`config.mk`:
```
export PLATFORM = sky130hd
export DESIGN_NAME = uart_rx_deserializer_flat
export DESIGN_NICKNAME = d
export VERILOG_FILES = /design/src/rtl/uart_rx_deserializer_if.sv /design/src/rtl/uart_rx_deserializer.sv /design/src/flat_wrapper.sv
export SDC_FILE = /design/constraint.sdc
export NUM_CORES = 1
export LEC_CHECK = 0
export ABC_CLOCK_PERIOD_IN_PS = 1750
export CORE_MARGIN = 2
export CORE_UTILIZATION = 57
export DETAILED_ROUTE_END_ITERATION = 10
export PLACE_DENSITY = 0.8
export REMOVE_ABC_BUFFERS = 1
export SYNTH_ARGS = -nofsm -noshare
export SYNTH_HDL_FRONTEND = slang
export SYNTH_SLANG_ARGS = --single-unit
```
`constraint.sdc`:
```
create_clock -name clock -period 1.75 [get_ports clock]
set_input_delay 0.175 -clock clock [delete_from_list [all_inputs] [get_ports clock]]
set_output_delay 0.175 -clock clock [all_outputs]
set_load 0.01 [all_outputs]
```
`src/rtl/uart_rx_deserializer_if.sv`:
```
// Serial receive port bundle: the line input plus the byte and strobes
// handed to the downstream Rx buffer.
interface uart_rx_deserializer_if #(
  parameter int DATA_BITS = 8
);
  logic                 rx_in;
  logic [DATA_BITS-1:0] rx_byte;
  logic                 rx_start;
  logic                 rx_complete;
  logic                 frame_error;
  logic                 busy;

  // Line driver / byte consumer side
  modport master (
    output rx_in,
    input  rx_byte, rx_start, rx_complete, frame_error, busy
  );

  // Deserializer side
  modport slave (
    input  rx_in,
    output rx_byte, rx_start, rx_complete, frame_error, busy
  );
endinterface

```
`src/rtl/uart_rx_deserializer.sv`:
```
// 8N1 UART receive front end: two-flop synchroniser, start-bit validation
// at half a bit period, single mid-bit sampling of data and stop bits, and
// one-cycle strobes for start, completion and framing error.
module uart_rx_deserializer #(
  parameter int CLKS_PER_BIT = 434,
  parameter int DATA_BITS    = 8
) (
  input logic                   clock,
  input logic                   reset,
  uart_rx_deserializer_if.slave rx_if
);

  localparam int CNT_W = $clog2(CLKS_PER_BIT);
  localparam int IDX_W = (DATA_BITS > 1) ? $clog2(DATA_BITS) : 1;
  localparam int HALF  = CLKS_PER_BIT / 2;

  localparam logic [CNT_W-1:0] HALF_M1  = CNT_W'(HALF - 1);
  localparam logic [CNT_W-1:0] BIT_M1   = CNT_W'(CLKS_PER_BIT - 1);
  localparam logic [IDX_W-1:0] LAST_IDX = IDX_W'(DATA_BITS - 1);

  typedef enum logic [2:0] {
    IDLE  = 3'd0,
    START = 3'd1,
    DATA  = 3'd2,
    STOP  = 3'd3,
    BREAK = 3'd4
  } state_t;

  state_t               state_reg, state_next;
  logic                 sync1_reg, sync2_reg;
  logic [CNT_W-1:0]     cnt_reg, cnt_next;
  logic [IDX_W-1:0]     idx_reg, idx_next;
  logic [DATA_BITS-1:0] shift_reg, shift_next;
  logic [DATA_BITS-1:0] rx_byte_reg, rx_byte_next;
  logic                 rx_start_reg, rx_start_next;
  logic                 rx_complete_reg, rx_complete_next;
  logic                 frame_error_reg, frame_error_next;
  logic                 busy_reg, busy_next;
  logic                 rx_s;
  logic                 data_sample;

  assign rx_s = sync2_reg;

  // A data bit is captured on the last count of each data bit period
  assign data_sample = (state_reg == DATA) && (cnt_reg == BIT_M1);

  // Each shift bit only loads when the bit index points at it (LSB first)
  generate
    for (genvar gi = 0; gi < DATA_BITS; gi++) begin : g_shift
      assign shift_next[gi] = (data_sample && (idx_reg == IDX_W'(gi)))
                              ? rx_s : shift_reg[gi];
    end
  endgenerate

  // Synchroniser, FSM state and output registers; line idles high in reset
  always_ff @(posedge clock) begin
    if (!reset) begin
      sync1_reg       <= 1'b1;
      sync2_reg       <= 1'b1;
      state_reg       <= IDLE;
      cnt_reg         <= '0;
      idx_reg         <= '0;
      shift_reg       <= '0;
      rx_byte_reg     <= '0;
      rx_start_reg    <= 1'b0;
      rx_complete_reg <= 1'b0;
      frame_error_reg <= 1'b0;
      busy_reg        <= 1'b0;
    end else begin
      sync1_reg       <= rx_if.rx_in;
      sync2_reg       <= sync1_reg;
      state_reg       <= state_next;
      cnt_reg         <= cnt_next;
      idx_reg         <= idx_next;
      shift_reg       <= shift_next;
      rx_byte_reg     <= rx_byte_next;
      rx_start_reg    <= rx_start_next;
      rx_complete_reg <= rx_complete_next;
      frame_error_reg <= frame_error_next;
      busy_reg        <= busy_next;
    end
  end

  // Next-state and output decode; strobes default low so they last one cycle
  always_comb begin
    state_next       = state_reg;
    cnt_next         = cnt_reg;
    idx_next         = idx_reg;
    rx_byte_next     = rx_byte_reg;
    rx_start_next    = 1'b0;
    rx_complete_next = 1'b0;
    frame_error_next = 1'b0;
    busy_next        = busy_reg;

    case (state_reg)
      IDLE: begin
        if (!rx_s) begin
          state_next = START;
          cnt_next   = '0;
        end
      end

      START: begin
        if (cnt_reg == HALF_M1) begin
          cnt_next = '0;
          if (!rx_s) begin
            state_next    = DATA;
            idx_next      = '0;
            rx_start_next = 1'b1;
            busy_next     = 1'b1;
          end else begin
            // Low pulse shorter than half a bit: treat as a glitch
            state_next = IDLE;
          end
        end else begin
          cnt_next = cnt_reg + 1'b1;
        end
      end

      DATA: begin
        if (cnt_reg == BIT_M1) begin
          cnt_next = '0;
          if (idx_reg == LAST_IDX) begin
            state_next = STOP;
          end else begin
            idx_next = idx_reg + 1'b1;
          end
        end else begin
          cnt_next = cnt_reg + 1'b1;
        end
      end

      STOP: begin
        if (cnt_reg == BIT_M1) begin
          cnt_next  = '0;
          busy_next = 1'b0;
          if (rx_s) begin
            // Returning to IDLE at mid-stop lets a back-to-back start be caught
            state_next       = IDLE;
            rx_byte_next     = shift_reg;
            rx_complete_next = 1'b1;
          end else begin
            state_next       = BREAK;
            frame_error_next = 1'b1;
          end
        end else begin
          cnt_next = cnt_reg + 1'b1;
        end
      end

      BREAK: begin
        // Wait out a held-low line so it reports only one framing error
        if (rx_s) begin
          state_next = IDLE;
        end
      end

      default: begin
        state_next = IDLE;
      end
    endcase
  end

  assign rx_if.rx_byte     = rx_byte_reg;
  assign rx_if.rx_start    = rx_start_reg;
  assign rx_if.rx_complete = rx_complete_reg;
  assign rx_if.frame_error = frame_error_reg;
  assign rx_if.busy        = busy_reg;

endmodule
```
`src/flat_wrapper.sv`:
```
// flat-port wrapper written by rule: the top's interface ports become plain ports
module uart_rx_deserializer_flat 
#(
  parameter int CLKS_PER_BIT = 434,
  parameter int DATA_BITS    = 8
)
  (clock, reset, rx_if_rx_in, rx_if_rx_byte, rx_if_rx_start, rx_if_rx_complete, rx_if_frame_error, rx_if_busy);
  uart_rx_deserializer_if #(.DATA_BITS(DATA_BITS)) rx_if_i ();
  input logic clock;
  input logic reset;
  input wire logic [$bits(rx_if_i.rx_in)-1:0] rx_if_rx_in;
  output wire logic [$bits(rx_if_i.rx_byte)-1:0] rx_if_rx_byte;
  output wire logic [$bits(rx_if_i.rx_start)-1:0] rx_if_rx_start;
  output wire logic [$bits(rx_if_i.rx_complete)-1:0] rx_if_rx_complete;
  output wire logic [$bits(rx_if_i.frame_error)-1:0] rx_if_frame_error;
  output wire logic [$bits(rx_if_i.busy)-1:0] rx_if_busy;
  assign rx_if_i.rx_in = rx_if_rx_in;
  assign rx_if_rx_byte = rx_if_i.rx_byte;
  assign rx_if_rx_start = rx_if_i.rx_start;
  assign rx_if_rx_complete = rx_if_i.rx_complete;
  assign rx_if_frame_error = rx_if_i.frame_error;
  assign rx_if_busy = rx_if_i.busy;
  uart_rx_deserializer #(.CLKS_PER_BIT(CLKS_PER_BIT), .DATA_BITS(DATA_BITS)) u_core (.clock(clock), .reset(reset), .rx_if(rx_if_i));
endmodule
```
==> results.json, run 1 <==
{
  "cts_hold_buf": 0,
  "ys_ff_latch": 37,
  "rsz0062_at_grt": "no",
  "r2r_cells": 7,
  "maxCapViolCount": 0,
  "dieArea_sq_um": 3676,
  "largest_register_ffs": 9,
  "tightestPinTransition_ns": 0.4374,
  "synth_xor_area_share_pct": 0.9582,
  "antenna_cells": 0,
  "crit_arrival_ns": 1.88,
  "netlist_instances": 203,
  "fin_crit_sh_pct": 94.13,
  "regArea_sq_um": 744.5,
  "hp-start": "rx_if_rx_in",
  "cts_max_path_buffers": 2,
  "wl_per_cell_microns": 14.65,
  "syn_area_per_cell_sq_um": 9.005,
  "grt_pass1_vias": 1508,
  "rrSetupSlack_ns": 0.10,
  "vias_per_cell": 5.672,
  "setup-violations-final": 0,
  "synth_fa_ha_area_share_pct": 6.160,
  "hpwl_microns": 2791,
  "wirelength_microns": 3925,
  "slew_headroom_pct": 70.43,
  "reg2reg_to": "u_core.rx_if.rx_byte[2]",
  "dr.pass1.iters": 4,
  "synth_mux_area_share_pct": 7.666,
  "power_density_nw_per_um2": 726.5,
  "async_flop_share_pct": 0,
  "place_inst": 260,
  "synth_top_family_by_area": "simple AND/OR/NAND/NOR gates",
  "antenna_found_initial": 0,
  "final_area_sq_um": 2146,
  "finClkSkew_ns": 0.01349,
  "required_ns": 1.98,
  "syn-cell-area_sq_um": 1828,
  "hold_depth": 2,
  "drv_slew": 0,
  "cts_sinks": 37,
  "postPlaceCellArea_sq_um": 2044,
  "end_kind": "flip-flop",
  "final_common_cell": "dfxtp_1",
  "io_pins": 15,
  "r2r-start": "u_core.cnt_reg[1]",
  "cts_made_buffers": 5,
  "finalHoldViolations": 0,
  "hold_path_class": "input port to flip-flop",
  "ant_nets": 0,
  "cts_setup_buffers": 0,
  "fin_crit_ns": 1.647,
  "die_w_microns": 60.63,
  "p_total_mw": 1.559,
  "timing.hold.ws_ns": 0.3795,
  "min_to": "u_core.sync1_reg",
  "cts_tree": "built",
  "ys_seq_area_share_pct": 40.52,
  "outcome": "finished clean",
  "placementRows": 20,
  "cellLeakagePower_nw": 0.8913,
  "port_buffers": 14,
  "grt_pass1_wl_microns": 6782,
  "setup_tns_ns": 0,
  "fin_cells": 268,
  "synthDistinctLibCells": 42,
  "coreArea_sq_um": 3053,
  "area_delta_synth_final_pct": 17.39,
  "drive_gt1_share_pct": 13.84,
  "clock_latency_ns": 0.35,
  "clkTransAtPathRegs_ns": 0.10,
  "finalWeightedCongestion": 0.8843,
  "multiInputGateArea_sq_um": 1003,
  "clockRootBuffer": "clkbuf_4",
  "synth_edf_count": 0,
  "die_h_microns": 60.63,
  "start_util_pct": 59.88,
  "vias": 1520,
  "worstPathMaxFanout": 4,
  "layout_common_cells": "dfxtp_1 (34), nand2_1 (24), nand3_1 (15), nor2_1 (15)",
  "cp-start-kind": "flip-flop",
  "grt_overflow_total": 0,
  "ctsResizeCount": 0,
  "worstSetupPathType": "flip-flop to flip-flop",
  "ir_drop_mv": 0.4163,
  "grtUsageTotal_pct": 24.97,
  "synth-simple-area-share_pct": 26.28,
  "num-fill-cells": 261,
  "synthesis.yosys.warnings": 0,
  "drc": 0,
  "htree_levels": 2,
  "drt-initial-drc-count": 46,
  "synth-main-ff-cell": "dfxtp_1",
  "fmax_mhz": 607.1,
  "grt_max_degree": 12,
  "nets": 235,
  "synth_compound_area_share_pct": 13.14
}
==> cell families (layout without fill, tap and decap cells) <==
logic type	count (synthesis)	count (layout)
fa+ha+maj	9	9
flops	37	37
mux	14	14
simple gates	89	89
compound gates	33	33
xor+xnor	2	2
buf+inv	19	40
==> stage by stage <==
| step | setup slack (ns) | util [%] |
|---|---|---|
| 6_report | 0.1028 | 70.29 |
| 5_1_grt | 0.01248 | 70.29 |
| 4_1_cts | 0.02975 | 69.75 |
| 3_5_place_dp | 0.03738 | 66.97 |
| 3_3_place_gp | 0.1602 | 66.97 |
| 2_1_floorplan | 0.02195 | - |
==> metal layers <==
layer / vias up / track usage, % / wire (microns)
met5: - / 0 / 0
met4: 0 / 10.25 / 79
met3: 10 / 7.036 / 162
met2: 38 / 43.93 / 2073
met1: 716 / 28.33 / 1609
li1: 756 / - / -
==> worst max-delay path: stages (launching register included) <==
cell and delay [ns]:
dfxtp_2 0.36, inv_1 0.08, ha_1 0.14, and4b_1 0.32, nand4_1 0.21, buf_4 0.22, mux2i_1 0.15, nor2_1 0.05
==> Yosys cell counts (all sizes together) (2+ instances only) <==
library cell  number  area (sq um)
and3               2         12.51
o221ai             4         35.03
nor4b              2         23.77
nor2b              4         25.02
and4b              2         20.02
nor3               8         45.04
xnor2              2         17.52
and2               2         12.51
or3                2         12.51
nand2b             4         25.02
nor2              15         56.30
nand2             24         90.09
o21ai              8         40.04
a21oi             12         82.58
nand3             15         75.07
dfxtp             37         740.7
ha                 9         112.6
inv                8         30.03
o21a               2         15.01
o211ai             2         15.01
nor3b              2         20.02
a21bo              2         20.02
mux2i             14         140.1
buf                6         47.54
clkbuf             5         18.77
==> report_power, final <==
group | switching [mW] | internal (mW) | total, mW | leakage [nW]
combinational | 0.0411 | 0.0306 | 0.0717 | 0.546
sequential | 0.00561 | 0.847 | 0.853 | 0.300
clock | 0.293 | 0.341 | 0.634 | 0.0455
==> worst max-delay path by stage <==
stage	startpoint	endpoint	slack, ns	cells past startpoint
finish	u_core.cnt_reg[1]	u_core.rx_if.rx_byte[2]	0.10	7
global route	u_core.idx_reg[1]	u_core.state_reg[0]	0.01	6
CTS	u_core.cnt_reg[1]	u_core.shift_reg[0]	0.03	6
detailed placement	u_core.cnt_reg[0]	u_core.shift_reg[0]	0.04	5
global placement	u_core.cnt_reg[6]	u_core.shift_reg[5]	0.16	4
floorplan	u_core.cnt_reg[0]	u_core.rx_if.rx_byte[0]	0.02	5
==> layout make-up <==
type | count | area share (%)
Tap cell | 44 | 2.566
Multi-Input combinational cell | 147 | 46.76
Clock inverter | 1 | 1.399
Clock buffer | 7 | 2.566
Timing Repair Buffer | 24 | 10.61
Sequential cell | 37 | 34.69
Inverter | 8 | 1.399
Power figures use the tool's default switching activity.
==> run 2, diff against run 1 <==
--- a/config.mk
+++ b/config.mk
@@ -5,7 +5,7 @@
 export SDC_FILE = /design/constraint.sdc
 export NUM_CORES = 1
 export LEC_CHECK = 0
-export ABC_CLOCK_PERIOD_IN_PS = 1750
+export ABC_CLOCK_PERIOD_IN_PS = 1700
 export CORE_MARGIN = 2
 export CORE_UTILIZATION = 57
 export DETAILED_ROUTE_END_ITERATION = 10
==> constraint.sdc (replaced) <==
create_clock -name clock -period 1.7 [get_ports clock]
set_input_delay 0.17 -clock clock [delete_from_list [all_inputs] [get_ports clock]]
set_output_delay 0.17 -clock clock [all_outputs]
set_load 0.01 [all_outputs]
==> results.json, run 2 (synthesis results as in run 1) <==
{
  "hpwl_microns": 2944,
  "postPlaceCellArea_sq_um": 2059,
  "vias": 1552,
  "port_buffers": 14,
  "cts_tree": "built",
  "maxCapViolCount": 0,
  "placementRows": 20,
  "largest_register_ffs": 9,
  "finalHoldViolations": 0,
  "ir_drop_mv": 0.5921,
  "start_util_pct": 59.88,
  "fmax_mhz": 623.5,
  "clkTransAtPathRegs_ns": 0.10,
  "outcome": "finished clean",
  "r2r-start": "u_core.cnt_reg[3]",
  "antenna_cells": 0,
  "cts_max_path_buffers": 2,
  "grt_pass1_vias": 1494,
  "power_density_nw_per_um2": 735.0,
  "final_area_sq_um": 2176,
  "setup_tns_ns": 0,
  "drt-initial-drc-count": 87,
  "area_delta_synth_final_pct": 19.03,
  "grt_max_degree": 12,
  "nets": 240,
  "htree_levels": 2,
  "drc": 0,
  "finClkSkew_ns": 0.01277,
  "cellLeakagePower_nw": 0.9076,
  "timing.hold.ws_ns": 0.3869,
  "hold_path_class": "input port to flip-flop",
  "antenna_found_initial": 0,
  "setup-violations-final": 0,
  "rrSetupSlack_ns": 0.1,
  "layout_setup_ws_ns": 0.09609,
  "startpoint": "u_core.cnt_reg[3]",
  "grt_pass1_wl_microns": 6520,
  "final_common_cell": "dfxtp_1",
  "crit_arrival_ns": 1.82,
  "tightestPinTransition_ns": 0.4109,
  "coreArea_sq_um": 3053,
  "drive_gt1_share_pct": 15.72,
  "end_kind": "flip-flop",
  "layout_common_cells": "dfxtp_1 (33), nand2_1 (24), nand3_1 (15), nor2_1 (15)",
  "die_w_microns": 60.63,
  "worstSetupPathType": "flip-flop to flip-flop",
  "slew_headroom_pct": 72.58,
  "fin_crit_ns": 1.604,
  "cp-start-kind": "flip-flop",
  "worstPathMaxFanout": 7,
  "final_util_pct": 71.27,
  "grt_overflow_total": 0,
  "dieArea_sq_um": 3676,
  "post-place-ws_ns": -0.05222,
  "fin_crit_sh_pct": 94.35,
  "wl_per_cell_microns": 14.79,
  "fin_cells": 273,
  "drv_slew": 0,
  "place_inst": 262,
  "clockRootBuffer": "clkbuf_4",
  "cts_sinks": 37,
  "ant_nets": 0,
  "io_pins": 15,
  "grtUsageTotal_pct": 23.82,
  "hp-start": "rx_if_rx_in",
  "wirelength_microns": 4037,
  "cts_made_buffers": 5,
  "dr.pass1.iters": 5,
  "required_ns": 1.92,
  "p_total_mw": 1.599,
  "cts_hold_buf": 0,
  "die_h_microns": 60.63,
  "clock_latency_ns": 0.35,
  "finalWeightedCongestion": 0.8337,
  "vias_per_cell": 5.685
}
[run 2: what timing repair did]
| action | CTS | global route |
|---|---|---|
| gates resized for setup | 0 | 6 |
| setup endpoints to repair | 1 | 14 |
| pin swaps | 1 | 1 |
| setup buffers | 1 | 2 |
[run 2: worst max-delay path: stages (launching register included)]
cell,delay (ns)
dfxtp_1,0.38
and4bb_1,0.45
nand4_1,0.20
buf_4,0.23
mux2i_1,0.16
nor2_1,0.06
[run 2: metal layers]
layer | GRT usage, % | vias to the layer above | wire length [microns]
li1 | - | 759 | -
met1 | 26.87 | 737 | 1710
met2 | 40.40 | 41 | 2051
met3 | 6.183 | 15 | 170
met4 | 13.98 | 0 | 104
met5 | 0 | - | 0
[run 2: final timing paths]
path                                                end  cells past startpoint
worst max-delay path            u_core.rx_if.rx_byte[2]                      5
worst min-delay path                   u_core.sync1_reg                      2
worst max register to register  u_core.rx_if.rx_byte[2]                      5
worst min register to register              u_core.rx_s                      1
[run 2: layout make-up]
type	count	area [sq um]
flip-flops and latches	37	745.7
clock buffers	7	55.05
multi-input cells	147	994.7
fillers	252	877.1
well taps	44	55.05
clock inverters	1	30.03
inverters	8	30.03
repair buffers	29	265.3
[run 2: where the power goes]
group	internal (mW)	switching [mW]
logic	0.0358	0.0440
registers	0.872	0.00633
clock network	0.351	0.290
total	1.26	0.340
==> run 3, diff against run 2 <==
--- a/config.mk
+++ b/config.mk
@@ -5,9 +5,11 @@
 export SDC_FILE = /design/constraint.sdc
 export NUM_CORES = 1
 export LEC_CHECK = 0
+export ABC_AREA = 1
 export ABC_CLOCK_PERIOD_IN_PS = 1700
 export CORE_MARGIN = 2
 export CORE_UTILIZATION = 57
+export CTS_CLUSTER_DIAMETER = 120
 export DETAILED_ROUTE_END_ITERATION = 10
 export PLACE_DENSITY = 0.8
 export REMOVE_ABC_BUFFERS = 1
==> results.json, run 3 <==
{
  "placementRows": 20,
  "dieArea_sq_um": 3686,
  "hp-start": "rx_if_rx_in",
  "clkTransAtPathRegs_ns": 0.11,
  "crit_arrival_ns": 1.81,
  "cts_setup_buffers": 0,
  "synthMostInstantiatedCell": "nand2_1",
  "grt_pass1_vias": 1353,
  "die_w_microns": 60.71,
  "reg2reg_to": "u_core.idx_reg[2]",
  "synth_area_leaders": "dfxtp_1 (40%), nand2_1 (11%), ha_1 (6.1%), nor2_1 (5.9%), inv_1 (4.7%)",
  "cts_hold_buf": 0,
  "wl_per_cell_microns": 11.26,
  "fin_crit_ns": 1.532,
  "syn-cell-area_sq_um": 1833,
  "synth_edf_count": 0,
  "rsz0062_at_grt": "no",
  "antenna_cells": 0,
  "cp_slowest_stage_delay_ns": 0.49,
  "worstSetupPathType": "flip-flop to flip-flop",
  "synthesis.yosys.warnings": 0,
  "io_pins": 15,
  "tightestPinTransition_ns": 0.3953,
  "antenna_found_initial": 0,
  "ctsResizeCount": 0,
  "gr-usage-met2_pct": 33.03,
  "num-fill-cells": 277,
  "hold_path_class": "input port to flip-flop",
  "layout_common_cells": "nand2_1 (55), dfxtp_1 (37), nor2_1 (29), inv_1 (23)",
  "cts_made_buffers": 5,
  "grt_overflow_total": 0,
  "r2r_cells": 6,
  "cellLeakagePower_nw": 0.8253,
  "vias_per_cell": 5.063,
  "seqPwrFrac_pct": 44.2,
  "port_buffers": 14,
  "drv_slew": 0,
  "worstPathMaxFanout": 9,
  "setup_tns_ns": 0,
  "finClkSkew_ns": 0.01099,
  "end_kind": "flip-flop",
  "vias": 1600,
  "power_frac_comb_pct": 37.3,
  "hold_depth": 2,
  "cts_tree": "built",
  "synth-main-ff-cell": "dfxtp_1",
  "power_frac_clock_pct": 18.5,
  "final_common_cell": "nand2_1",
  "netlist_instances": 249,
  "die_h_microns": 60.71,
  "start_util_pct": 60.04,
  "dr.pass1.iters": 4,
  "ys_ff_latch": 37,
  "hpwl_microns": 2674,
  "finalHoldViolations": 0,
  "grt_use_met3_pct": 5.970,
  "clock_latency_ns": 0.34,
  "power_density_nw_per_um2": 1148,
  "cts_sinks": 37,
  "switchingPower_mw": 1.007,
  "drc": 0,
  "maxCapViolCount": 0,
  "min_to": "u_core.sync1_reg",
  "drive_gt1_share_pct": 15.44,
  "rrSetupSlack_ns": 0.17,
  "cpLargestDelayFamily": "flip-flops",
  "cts_max_path_buffers": 2,
  "yosys.area.top_type_share_pct": 40.41,
  "r2r-start": "u_core.idx_reg[2]",
  "p_total_mw": 2.418,
  "required_ns": 1.98,
  "synthTopCellsByCount": "nand2_1 (55), dfxtp_1 (37), nor2_1 (29)",
  "sw_frac_of_total_pct": 41.65,
  "syn_area_per_cell_sq_um": 7.361,
  "crit_slowest_cell": "dfxtp_1",
  "wirelength_microns": 3559,
  "ir_drop_mv": 0.8701,
  "cp_cell_sequence": "inv_1 > ha_1 > or2_2 > nand4_1 > nand2_1 > nor2_1",
  "grtUsageTotal_pct": 21.08,
  "grt_max_degree": 17,
  "area_delta_synth_final_pct": 14.88,
  "finalWeightedCongestion": 0.8649,
  "coreArea_sq_um": 3053,
  "p_int_mw": 1.411,
  "largest_register_ffs": 9,
  "fmax_mhz": 652.8,
  "ys_seq_area_share_pct": 40.41,
  "clockRootBuffer": "clkbuf_4",
  "busiest_layer": "met2",
  "synthDistinctLibCells": 31,
  "nets": 283,
  "cp-start-kind": "flip-flop",
  "outcome": "finished clean",
  "grt_pass1_wl_microns": 5851,
  "crit_buf_inv": 1,
  "ant_nets": 0,
  "drt-initial-drc-count": 79,
  "fin_crit_sh_pct": 90.11,
  "slew_headroom_pct": 73.61,
  "gr-usage-met1_pct": 28.57,
  "async_flop_share_pct": 0,
  "yosysTopAreaCell": "dfxtp_1",
  "htree_levels": 2,
  "setup-violations-final": 0
}
==> run 3: cell types whose count changed in the layout (fill, tap and decap cells not counted), sizes merged, moves of 4 or more <==
cell	change
a21oi	+4
a31oi	+6
buf	-8
clkinv	+4
inv	+19
mux2i	-14
nand2	+39
nand2b	-4
nand4	+10
nor2	+21
nor2b	-4
o221ai	-4
or2	+4
==> run 3: routing by layer <==
| layer | part of all wire, % | up-vias |
|---|---|---|
| met5 | 0 | - |
| met4 | 0.48 | 0 |
| met3 | 4.5 | 2 |
| met2 | 44 | 39 |
| met1 | 51 | 713 |
| li1 | - | 846 |
==> run 3: final cells by class <==
type,count,area [sq um],share of cell area (%)
flip-flops and latches,37,740.7,35.18
clock buffers,6,41.29,1.961
multi-input cells,177,943.4,44.80
inverters,29,110.1,5.229
well taps,44,55.05,2.614
clock inverters,2,10.01,0.4753
repair buffers,21,205.2,9.745
==> run 3: cell families after synthesis <==
kind of cell	count (synthesis)	share of synthesized area, %
xor gates and xnor gates	1	0.4779
buffers and inverters	35	8.122
AOI/OAI and AO/OA	31	9.625
DFF	37	40.41
and+or+nand+nor	136	35.22
adders and majority gates	9	6.143
==> run 3: worst max-delay path by stage <==
stage                                 start                 endpoint  slack [ns]  depth (start not counted)
after detailed placement  u_core.idx_reg[2]        u_core.idx_reg[2]        0.19                          6
after global placement    u_core.idx_reg[2]        u_core.idx_reg[2]        0.22                          6
after CTS                 u_core.idx_reg[2]        u_core.idx_reg[2]        0.17                          6
after global routing      u_core.cnt_reg[0]  u_core.rx_if.rx_byte[7]       0.007                          6
final                     u_core.idx_reg[2]        u_core.idx_reg[2]        0.17                          6
after floorplan           u_core.idx_reg[2]        u_core.idx_reg[2]        0.31                          6
==> run 3: metrics by stage <==
| step | std cells | setup WS, ns | hold slack, ns | utilization (%) | area [sq um] |
|---|---|---|---|---|---|
| 6_report | 316 | 0.1680 | 0.4013 | 68.98 | 2106 |
| 4_1_cts | 315 | 0.1676 | 0.3880 | 68.32 | 2086 |
| 3_5_place_dp | 307 | 0.1918 | 0.4097 | 66.64 | 2034 |
| 2_1_floorplan | 243 | 0.3115 | 0.2766 | - | 1794 |
| 3_3_place_gp | 307 | 0.2186 | 0.4179 | 66.64 | 2034 |
| 5_1_grt | 316 | 0.007083 | 0.3821 | 68.98 | 2106 |
==> run 3: power by group through the flow <==
| stage | combinational [mW] | sequential (mW) | clock [mW] |
|---|---|---|---|
| after global routing | 1.04 | 1.08 | 0.492 |
| after global placement | 0.886 | 1.08 | 0 |
| final | 0.901 | 1.07 | 0.448 |
| after floorplan | 0.723 | 1.07 | 0 |
| after CTS | 0.896 | 1.07 | 0.455 |
| after detailed placement | 0.893 | 1.09 | 0 |
==> run 3: worst register-to-register path: stages (launching register included) <==
cell and delay [ns]:
dfxtp_1 0.49, inv_1 0.18, ha_1 0.32, or2_2 0.28, nand4_1 0.08, nand2_1 0.05
nor2_1 0.07
